## src/rtl/cdp1802_cycle_sched.sv

```systemverilog
`default_nettype none
// ============================================================================
// Module      : cdp1802_cycle_sched
// Description : CDP1802 machine-cycle scheduler. Generates the TPA/TPB pulses
//               and the state code, and arbitrates fetch/execute, DMA and
//               interrupt cycles.
// Revision    : 1.0 - initial release
// ============================================================================
module cdp1802_cycle_sched #(
    parameter int CYC_CLKS = 8,
    parameter int TPA_PH   = 1,
    parameter int TPB_PH   = 6
) (
    input  logic       clock,
    input  logic       reset,
    input  logic       ce,
    input  logic       exec_req,
    input  logic       exec_more,
    input  logic       idle,
    input  logic       ie,
    input  logic       dma_in_n,
    input  logic       dma_out_n,
    input  logic       int_n,
    output logic       TPA,
    output logic       TPB,
    output logic [1:0] SC,
    output logic [3:0] phase,
    output logic       cyc_end,
    output logic       dma_in_ack,
    output logic       dma_out_ack,
    output logic       int_ack
);

    localparam logic [3:0] c_LAST_PH = 4'(CYC_CLKS - 1);
    localparam logic [3:0] c_TPA_PH  = 4'(TPA_PH);
    localparam logic [3:0] c_TPB_PH  = 4'(TPB_PH);

    typedef enum logic [1:0] {
        ST_FETCH = 2'b00,
        ST_EXEC  = 2'b01,
        ST_DMA   = 2'b10,
        ST_INT   = 2'b11
    } state_t;

    state_t     r_state;
    state_t     w_state_nxt;
    logic       w_sel_in;
    logic       w_sel_out;
    logic [3:0] r_phase;
    logic [3:0] w_phase_nxt;
    logic       w_last;
    logic       r_tpa;
    logic       r_tpb;
    logic       r_cyc_end;
    logic       r_dma_in_ack;
    logic       r_dma_out_ack;
    logic       r_int_ack;

    assign w_last      = (r_phase == c_LAST_PH);
    assign w_phase_nxt = w_last ? 4'd0 : r_phase + 4'd1;

    // Next cycle type; only consumed on the tick that closes the current cycle.
    always_comb begin
        w_state_nxt = ST_FETCH;
        w_sel_in    = 1'b0;
        w_sel_out   = 1'b0;
        if (r_state == ST_FETCH) begin
            w_state_nxt = exec_req ? ST_EXEC : ST_FETCH;
        end else if (r_state == ST_EXEC && exec_more) begin
            w_state_nxt = ST_EXEC;
        end else if (!dma_in_n) begin
            w_state_nxt = ST_DMA;
            w_sel_in    = 1'b1;
        end else if (!dma_out_n) begin
            w_state_nxt = ST_DMA;
            w_sel_out   = 1'b1;
        end else if (!int_n && ie && r_state != ST_INT) begin
            w_state_nxt = ST_INT;
        end else if (idle && r_state == ST_EXEC) begin
            w_state_nxt = ST_EXEC;
        end else begin
            w_state_nxt = ST_FETCH;
        end
    end

    // Pulses are registered on the tick that enters their phase, so they
    // line up with the phase value the outside world sees.
    always_ff @(posedge clock or posedge reset) begin
        if (reset) begin
            r_state       <= ST_FETCH;
            r_phase       <= 4'd0;
            r_tpa         <= 1'b0;
            r_tpb         <= 1'b0;
            r_cyc_end     <= 1'b0;
            r_dma_in_ack  <= 1'b0;
            r_dma_out_ack <= 1'b0;
            r_int_ack     <= 1'b0;
        end else if (ce) begin
            r_phase   <= w_phase_nxt;
            r_tpa     <= (w_phase_nxt == c_TPA_PH);
            r_tpb     <= (w_phase_nxt == c_TPB_PH);
            r_cyc_end <= (w_phase_nxt == c_LAST_PH);
            r_int_ack <= (w_phase_nxt == c_LAST_PH) && (r_state == ST_INT);
            if (w_last) begin
                r_state       <= w_state_nxt;
                r_dma_in_ack  <= w_sel_in;
                r_dma_out_ack <= w_sel_out;
            end
        end else begin
            r_tpa     <= 1'b0;
            r_tpb     <= 1'b0;
            r_cyc_end <= 1'b0;
            r_int_ack <= 1'b0;
        end
    end

    assign TPA         = r_tpa;
    assign TPB         = r_tpb;
    assign SC          = r_state;
    assign phase       = r_phase;
    assign cyc_end     = r_cyc_end;
    assign dma_in_ack  = r_dma_in_ack;
    assign dma_out_ack = r_dma_out_ack;
    assign int_ack     = r_int_ack;

endmodule
`default_nettype wire

```

## config.mk

```make
export PLATFORM = sky130hd
export DESIGN_NAME = cdp1802_cycle_sched
export DESIGN_NICKNAME = d
export VERILOG_FILES = /design/src/rtl/cdp1802_cycle_sched.sv
export SDC_FILE = /design/constraint.sdc
export NUM_CORES = 1
export LEC_CHECK = 0
export ABC_CLOCK_PERIOD_IN_PS = 1420
export CELL_PAD_IN_SITES_DETAIL_PLACEMENT = 0
export CELL_PAD_IN_SITES_GLOBAL_PLACEMENT = 1
export CORE_ASPECT_RATIO = 0.8
export CORE_MARGIN = 2
export CORE_UTILIZATION = 25
export CTS_CLUSTER_DIAMETER = 120
export CTS_CLUSTER_SIZE = 10
export DETAILED_ROUTE_END_ITERATION = 7
export PLACE_DENSITY = 0.61
export SLEW_MARGIN = 20
export SYNTH_ARGS = -nofsm -noshare
export SYNTH_HDL_FRONTEND = slang
export SYNTH_SLANG_ARGS = --single-unit
```

## constraint.sdc

```tcl
create_clock -name clock -period 1.42 [get_ports clock]
set_input_delay 0.213 -clock clock [delete_from_list [all_inputs] [get_ports clock]]
set_output_delay 0.213 -clock clock [all_outputs]
set_load 0.005 [all_outputs]
```

==> out/metrics.yaml <==
synthesis:
  ys_ff_latch: 12
  seq_area_frac_synth_pct: 45.9
  syn_area_per_cell_um2: 10.1
  ys.flop_type: "dfrtp_1"
  synth_cells: 65
  ys_async_sr_fraction_pct: 100
  yosys_warnings: 0
  synth_nets: 79
  synth_edf_count: 0
  yosysUniqueCellTypes: 27
  syn_area_um2: 654
final_layout:
  area_growth_pct: 57.6
  fin_cells: 134
  post_route_cells_drive_above_1_share_pct: 24.5
  final_common_cell: "clkdlybuf4s50_1"
  final_cell_mix: "clkdlybuf4s50_1 (19), nand2_1 (10), dfrtp_1 (9), buf_4 (9), nor2_1 (6)"
  diodes: 0
  num-nets-final: 113
critical_path:
  r2r-start: "phase[1]"
  startpoint: "SC[0]"
  worst-path-stages: 1
  crit_end: "SC[0]"
  crit_chain: "clkdlybuf4s50_1"
  crit_buf_inv: 1
  crit_family: "buffers and inverters"
  max_stage_delay_ns: 0.51
  crit_required_ns: 1.21
  rr_worst_depth: 5
  critPathKind: "reg2out"
  arrival_ns: 1.14
  worst-path-max-fanout: 2
  setup.worst_path.start_class: "flip-flop"
  slowest_stage: "clkdlybuf4s50_1"
  timing.rr.end: "SC[0]"
  crit_path_end_kind: "output port"
  r2r_slack_ns: 0.08
route:
  highest_layer: "met4"
  totalWireLength_um: 1400
  route.met3.wl_um: 76
  drt_iter0_drc: 2
  wl_met2_um: 590
  vias: 568
  wl_per_cell_um: 10.5
  via_per_inst: 4.24
  ant_nets: 0
  drc_errors: 0
  drtPass1Iterations: 3
  wl_met1_um: 714
global_route:
  grt.total_usage_pct: 11.4
  grt_pass1_vias: 521
  grt-ovfl-total: 0
  grt_pass1_wl_um: 2480
  grt_max_degree: 13
  grt_antenna_before_repair: 0
cts:
  clock_latency_ns: 0.27
  cts_tree: "done"
  cts.hold.buffers_added: 0
  cts_root_buffer: "clkbuf_4"
  cts_buffers: 3
  clockBufferDepth: 2
  clk_pin_slew_ns: 0.07
  h-tree-depth: 1
  clock-sinks: 12
timing:
  relSlewSlack_pct: 69.8
  rsz0062_at_grt: "no"
  min_period_ns: 1.35
  drv_slew: 0
  final-setup-viol-count: 0
  hold_viol_final: 0
  timing.hold.ws_ns: 0.247
  timing.fmax_ghz: 0.741
  max_slew.worst_pin.slew_ns: 0.452
  fin_crit_sh_pct: 95.1
  fin_skew_ns: 0.00234
placement:
  io_buffers: 21
  gp_routability_congestion: 0.712
  dp_hpwl_um: 1070
  placedCellCount: 124
die:
  fp.dieW_um: 61.2
  io_pins: 22
  core.rowCount: 16
  core_mm2: 0.00246
  die-area_mm2: 0.00305
  die_h_um: 49.8
  start_util_pct: 26.6
power:
  max-vdd-ir-drop_mv: 0.798
  power.switching_uw: 597
  swShare_pct: 33.8
  total_power_uw: 1770
  power_frac_seq_pct: 29.3
  p_int_uw: 1170
  combPwrFrac_pct: 55.7
  p_leak_uw: 0.000474
  clkPwrFrac_pct: 15.0
  p_per_area_mw_per_mm2: 1720
status:
  status: "completed"
job:
  maxCapViolCount: 0
hold_path:
  hp-class: "in2async"
## what timing repair did
action	in CTS	in global routing
setup buffers	6	0
setup endpoints to repair	6	1
gates resized for setup	7	1
## through the flow
step	TNS [ns]	setup slack [ns]	instance area (µm²)	utilization (%)
6_report	0	0.0698	1030	41.9
5_1_grt	0	0.00287	1030	41.9
4_1_cts	0	0.0578	1020	41.6
3_5_place_dp	-0.146	-0.104	925	37.6
3_3_place_gp	-0.110	-0.0767	925	37.6
2_1_floorplan	-0.0246	-0.0246	662	-
## cell families after synthesis
kind of cell    after synthesis  synth area share (%)
xor+xnor                      2                  2.68
fa+ha+maj                     4                  7.65
compound gates               12                  13.6
buf+inv                       8                  6.88
simple gates                 27                  23.3
flops                        12                  45.9
## Yosys cell counts, drive strengths merged (2+ instances only)
| cell | n | area, µm² |
|---|---|---|
| ha | 4 | 50.1 |
| nand2 | 10 | 37.5 |
| nor3 | 3 | 15.0 |
| o31ai | 2 | 15.0 |
| nor2b | 2 | 12.5 |
| nor2 | 6 | 22.5 |
| a21oi | 2 | 10.0 |
| buf | 3 | 26.3 |
| inv | 5 | 18.8 |
| dfrtp | 12 | 300 |
## flip-flops by register name (all words and copies together), names as in the netlist
| signal | flops |
|---|---|
| SC | 2 |
| int_ack | 1 |
| dma_out_ack | 1 |
| cyc_end | 1 |
| TPB | 1 |
| TPA | 1 |
| dma_in_ack | 1 |
| phase | 4 |
## how the worst min path moves through the flow
stage	startpoint	to	slack [ns]	depth (start not counted)
after floorplan	reset	SC[0]	0.08	1
after detailed placement	dma_out_ack	dma_out_ack	0.46	2
after global routing	reset	SC[0]	0.28	2
final	reset	SC[0]	0.25	2
after global placement	dma_out_ack	dma_out_ack	0.46	2
after CTS	reset	int_ack	0.26	2
## power groups by stage
stage	clock network (µW)	logic (µW)	registers (µW)
global placement	0	791	581
detailed placement	0	785	585
finish	265	985	518
floorplan	0	436	583
global route	294	1100	535
CTS	274	992	518
## layer usage
metal	up-vias	track usage (%)
met4	0	4.35
met1	262	16.8
li1	292	-
met2	12	14.0
met3	2	5.51
met5	-	0
## cell type report
class	instances	area [µm²]
Clock buffer	4	36.3
Fill cell	236	1430
Inverter	5	18.8
Multi-Input combinational cell	45	329
Sequential cell	12	304
Tap cell	36	45.0
Timing Repair Buffer	32	298
Note: power is estimated with default switching activity, not from simulation.
